## src/rtl/lstm_pkg.sv

```systemverilog
`default_nettype none
// ============================================================================
// Package     : lstm_pkg
// Description : Shared constants, fixed-point word type and FSM encoding for
//               the LSTM sequence driver and its neighbours.
// Revision    : 1.0 - initial release
// ============================================================================
package lstm_pkg;

  // Default Q8.8 word geometry shared by the driver and the cell.
  localparam int c_data_width  = 16;
  localparam int c_fract_width = 8;

  // Signed fixed-point word at the default geometry.
  typedef logic signed [c_data_width-1:0] fxp_t;

  // Sequencer state encoding.
  typedef logic [1:0] state_t;
  localparam state_t c_st_idle   = 2'd0;
  localparam state_t c_st_wait_x = 2'd1;
  localparam state_t c_st_eval   = 2'd2;
  localparam state_t c_st_emit   = 2'd3;

endpackage : lstm_pkg
`default_nettype wire

```

## src/rtl/lstm_seq_driver.sv

```systemverilog
`default_nettype none
// ============================================================================
// Module      : lstm_seq_driver
// Description : Sequential driver for a combinational LSTM cell. Owns the
//               recurrent c/h registers, feeds {x, c, h} to the cell, captures
//               its outputs once per timestep and streams h downstream.
// Revision    : 1.0 - initial release
// ============================================================================
module lstm_seq_driver
  import lstm_pkg::*;
#(
  parameter int DATA_WIDTH  = c_data_width,
  parameter int FRACT_WIDTH = c_fract_width,
  parameter int LEN_W       = 8
) (
  input  logic                  clk,
  input  logic                  rst,
  input  logic                  start,
  input  logic                  abort,
  input  logic [LEN_W-1:0]      seq_len,
  input  logic [DATA_WIDTH-1:0] c_init,
  input  logic [DATA_WIDTH-1:0] h_init,
  input  logic                  in_valid,
  output logic                  in_ready,
  input  logic [DATA_WIDTH-1:0] in_x,
  output logic [DATA_WIDTH-1:0] cell_x,
  output logic [DATA_WIDTH-1:0] cell_c_in,
  output logic [DATA_WIDTH-1:0] cell_h_in,
  input  logic [DATA_WIDTH-1:0] cell_c_out,
  input  logic [DATA_WIDTH-1:0] cell_h_out,
  output logic                  out_valid,
  input  logic                  out_ready,
  output logic [DATA_WIDTH-1:0] out_h,
  output logic                  out_last,
  output logic                  busy,
  output logic                  done
);

  // The fractional split only matters to the cell; reject nonsense geometry.
  if (FRACT_WIDTH >= DATA_WIDTH || FRACT_WIDTH < 0) begin : g_bad_fract
    $error("lstm_seq_driver: FRACT_WIDTH must lie in [0, DATA_WIDTH)");
  end

  state_t                r_state;
  state_t                w_state_nxt;
  logic [DATA_WIDTH-1:0] r_x;
  logic [DATA_WIDTH-1:0] r_c;
  logic [DATA_WIDTH-1:0] r_h;
  logic [DATA_WIDTH-1:0] r_out_h;
  logic [LEN_W-1:0]      r_cnt;
  logic [LEN_W-1:0]      r_len;
  logic                  r_out_valid;
  logic                  r_out_last;
  logic                  r_done;

  logic w_start_run;
  logic w_start_empty;
  logic w_take_x;
  logic w_out_hs;

  // Qualified events; abort masks every one of them.
  assign w_start_run   = !abort && (r_state == c_st_idle) && start && (seq_len != '0);
  assign w_start_empty = !abort && (r_state == c_st_idle) && start && (seq_len == '0);
  assign w_take_x      = !abort && (r_state == c_st_wait_x) && in_valid;
  assign w_out_hs      = !abort && (r_state == c_st_emit) && out_ready;

  // State register.
  always_ff @(posedge clk) begin
    if (rst) begin
      r_state <= c_st_idle;
    end else begin
      r_state <= w_state_nxt;
    end
  end

  // Next-state decode; abort returns to IDLE from anywhere.
  always_comb begin
    w_state_nxt = r_state;
    if (abort) begin
      w_state_nxt = c_st_idle;
    end else begin
      case (r_state)
        c_st_idle:   if (w_start_run) w_state_nxt = c_st_wait_x;
        c_st_wait_x: if (in_valid)    w_state_nxt = c_st_eval;
        c_st_eval:                    w_state_nxt = c_st_emit;
        c_st_emit:   if (out_ready)   w_state_nxt = r_out_last ? c_st_idle : c_st_wait_x;
        default:                      w_state_nxt = c_st_idle;
      endcase
    end
  end

  // State-decoded outputs.
  always_comb begin
    in_ready = (r_state == c_st_wait_x);
    busy     = (r_state != c_st_idle);
  end

  // Datapath: recurrent state, sample capture, output hold and step counting.
  always_ff @(posedge clk) begin
    if (rst) begin
      r_x         <= '0;
      r_c         <= '0;
      r_h         <= '0;
      r_out_h     <= '0;
      r_cnt       <= '0;
      r_len       <= '0;
      r_out_valid <= 1'b0;
      r_out_last  <= 1'b0;
      r_done      <= 1'b0;
    end else begin
      r_done <= w_start_empty || (w_out_hs && r_out_last);
      if (abort) begin
        // c/h and the counters are deliberately left untouched.
        r_out_valid <= 1'b0;
        r_out_last  <= 1'b0;
      end else begin
        if (w_start_run) begin
          r_len <= seq_len;
          r_c   <= c_init;
          r_h   <= h_init;
          r_cnt <= '0;
        end
        if (w_take_x) begin
          r_x <= in_x;
        end
        // Cell outputs are only meaningful while its inputs are the settled
        // registers of this step, so they are captured in EVAL alone.
        if (r_state == c_st_eval) begin
          r_c         <= cell_c_out;
          r_h         <= cell_h_out;
          r_out_h     <= cell_h_out;
          r_out_last  <= (r_cnt == r_len - 1'b1);
          r_out_valid <= 1'b1;
        end
        // cnt stops at len after the final step, so len = 2^LEN_W-1 never wraps.
        if (w_out_hs) begin
          r_out_valid <= 1'b0;
          r_cnt       <= r_cnt + 1'b1;
        end
      end
    end
  end

  assign cell_x    = r_x;
  assign cell_c_in = r_c;
  assign cell_h_in = r_h;
  assign out_h     = r_out_h;
  assign out_valid = r_out_valid;
  assign out_last  = r_out_last;
  assign done      = r_done;

endmodule : lstm_seq_driver
`default_nettype wire

```

## config.mk

```make
export PLATFORM = sky130hd
export DESIGN_NAME = lstm_seq_driver
export DESIGN_NICKNAME = d
export VERILOG_FILES = /design/src/rtl/lstm_pkg.sv /design/src/rtl/lstm_seq_driver.sv
export SDC_FILE = /design/constraint.sdc
export NUM_CORES = 1
export LEC_CHECK = 0
export CAP_MARGIN = 10
export CORE_ASPECT_RATIO = 1.25
export CORE_MARGIN = 2
export CORE_UTILIZATION = 26
export CTS_BUF_LIST = sky130_fd_sc_hd__clkbuf_4 sky130_fd_sc_hd__clkbuf_8 sky130_fd_sc_hd__clkbuf_16
export CTS_CLUSTER_SIZE = 30
export DETAILED_ROUTE_END_ITERATION = 10
export GPL_TIMING_DRIVEN = 0
export MAX_ROUTING_LAYER = met4
export PLACE_DENSITY = 0.62
export SYNTH_ARGS = -nofsm -noshare
export SYNTH_HDL_FRONTEND = slang
export SYNTH_SLANG_ARGS = --single-unit
```

## constraint.sdc

```tcl
create_clock -name clk -period 5.5 [get_ports clk]
set_input_delay 0.55 -clock clk [delete_from_list [all_inputs] [get_ports clk]]
set_output_delay 0.55 -clock clk [all_outputs]
set_load 0.005 [all_outputs]
```

==> qor.yml <==
outcome: "completed"
die_area_um2: 15500
clkTransAtPathRegs_ps: 60
ys_types: 43
ys_seq_elements: 85
area_growth_pct: 56.0
synth_largest_area_cell: "dfxtp_1"
antenna_found_initial: 0
die_x_um: 112
cts_made_buffers: 9
hold_viol: 0
synthTopCellsByCount: "86 x nand2_1, 85 x dfxtp_1, 48 x a21oi_1"
layout.nets: 714
worstReg2RegStart: "r_state[0]$_SDFFE_PP0P_"
cp-start-kind: "input pin"
cts_max_level: 3
cp.required_ps: 5690
drive_above_1_share_pct: 6.15
portBuffers: 162
stdcell_count: 796
die_h_um: 139
crit_path_end: "cell_h_in[5]$_SDFFE_PP0P_"
slew_headroom_pct: 47.9
grt_pass1_vias: 3763
num_vias: 3662
hp-class: "reg2reg"
period_share_pct: 41.7
power.density_nw_per_um2: 242
m1WireLength_um: 5030
cts_hold_buf: 0
drtPass1Iterations: 5
tightestPinTransition_ps: 782
yosysSeqAreaShare_pct: 44.9
timing.fmax_mhz: 436
ctsResizeCount: 0
rrSetupSlack_ps: 3220
syn_avg_cell_area_um2: 8.60
grt_first_pass_wirelength_um: 19200
fin_crit_ps: 2290
post_drt_wl_per_cell_um: 14.8
r2r_end: "r_state[0]$_SDFFE_PP0P_"
cp-startpoint: "seq_len[3]"
grt_start_max_net_pins: 15
dpl.hpwl_um: 9290
grtUsageTotal_pct: 15.6
fin_skew_ps: 9.81
critPathKind: "in2reg"
clockRootBuffer: "clkbuf_16"
drt_iter0_drc: 203
peakVddDrop_mv: 0.170
wl_met3_um: 566
dp_cells: 780
diodes: 0
cp.arrival_ps: 2480
rr_worst_depth: 8
finalSetupTns_ps: 0
cts_setup_buffers: 0
route.detailed.drc: 0
synthesis.area_um2: 3790
netlist_instances: 440
drv_cap: 0
drv_slew: 0
top_layer_used: "met4"
ys_warn_count: 0
cts_tree: "yes"
met2_length_um: 6110
overflow: 0
drt-total-wl_um: 11800
via_per_inst: 4.60
yosysTopAreaCellShare_pct: 44.9
rsz0062_at_grt: "no"
gp_congestion: 0.821
synth-edff-count: 0
cts_buffer_depth: 2
power_leakage_nw: 2.01
synth_nets: 541
crit_fanout: 10
setup_viol: 0
initial_core_util_pct: 26.5
ant_nets: 0
yosysMostFrequentCell: "nand2_1"
cts.sinks: 85
synth-async-reset-ratio_pct: 0
end_kind: "register"
synth_ff_type: "dfxtp_1"
synth_area_leaders: "dfxtp_1 45%, mux2i_1 9.3%, nand2_1 8.5%, a21oi_1 6.3%, a211oi_1 6.3%"
io-pin-count: 163
core_um2: 14300
clk_latency_ps: 330
rows: 49
[how the worst min path moves through the flow]
stage | start | end | slack (ps) | cells past startpoint
2_1_floorplan | r_len[7]$_SDFFE_PP0P_ | r_len[7]$_SDFFE_PP0P_ | 450 | 2
3_3_place_gp | cell_x[9]$_SDFFE_PP0P_ | cell_x[9]$_SDFFE_PP0P_ | 440 | 2
3_5_place_dp | out_h[8]$_SDFFE_PP0P_ | out_h[8]$_SDFFE_PP0P_ | 450 | 2
4_1_cts | cell_x[9]$_SDFFE_PP0P_ | cell_x[9]$_SDFFE_PP0P_ | 460 | 2
5_1_grt | out_h[15]$_SDFFE_PP0P_ | out_h[15]$_SDFFE_PP0P_ | 480 | 2
6_report | cell_x[9]$_SDFFE_PP0P_ | cell_x[9]$_SDFFE_PP0P_ | 450 | 2
[routing by layer]
| metal | vias to the layer above | track usage, % |
|---|---|---|
| met4 | 0 | 3.47 |
| met1 | 1695 | 17.9 |
| li1 | 1857 | - |
| met5 | - | - |
| met2 | 104 | 28.0 |
| met3 | 6 | 3.19 |
[layout by cell type, fill, tap and decap left out, types with 4 or more instances in the layout]
cell / n
nor2_1: 45
clkbuf_1: 18
nand2_1: 86
a211oi_1: 32
buf_2: 5
xnor2_1: 7
clkdlybuf4s50_1: 162
clkbuf_16: 9
a21oi_1: 48
buf_6: 6
nor3_1: 4
ha_1: 7
mux2i_1: 35
inv_1: 7
nand3_1: 5
dfxtp_1: 85
o21ai_0: 7
[worst max-delay path, cell delays in order]
cell	delay [ps]
clkdlybuf4s50_1	420
or4_4	560
o21ai_2	240
buf_6	180
nand2_4	120
buf_2	230
nor2_1	110
a211oi_1	60
[kinds of logic (layout without fill, tap and decap cells)]
group,Yosys count,after routing,share of synthesized area [%]
and+or+nand+nor,165,165,19.4
AOI/OAI and AO/OA,98,98,16.3
DFF,85,85,44.9
buffers and inverters,40,218,5.42
muxes,35,35,9.25
xor gates and xnor gates,10,10,2.31
adders and majority gates,7,7,2.31
[per-stage QoR]
step	hold slack, ps	cell area, um^2	utilization, %	power [mW]	setup slack [ps]
5_1_grt	477	5910	41.4	1.50	3030
3_3_place_gp	442	5630	39.4	0.884	2880
2_1_floorplan	448	3790	-	0.752	3510
3_5_place_dp	450	5630	39.4	0.890	2870
4_1_cts	457	5910	41.4	1.46	3200
6_report	454	5910	41.4	1.43	3210
[cell type report]
class                           count  area [um^2]
Timing Repair Buffer              162         1620
Clock buffer                       11          240
Multi-Input combinational cell    315         1880
Sequential cell                    85         1700
Clock inverter                      5         36.3
Tap cell                          178          223
Buffer                             33          179
Inverter                            7         26.3
Fill cell                        1468         8380
[sequential cells by signal, summed over array words and instances, names as in the netlist]
name       flops
r_state        2
out_h         16
r_len          8
done           1
cell_x        16
out_last       1
r_cnt          8
cell_c_in     16
cell_h_in     16
out_valid      1
[power breakdown]
part           total, mW  switching, mW  leakage, nW  internal, mW
clock              0.559          0.242        0.129         0.317
combinational      0.220         0.0859         1.19         0.134
sequential         0.653         0.0145        0.692         0.639
Note: power is estimated with default switching activity, not from simulation.
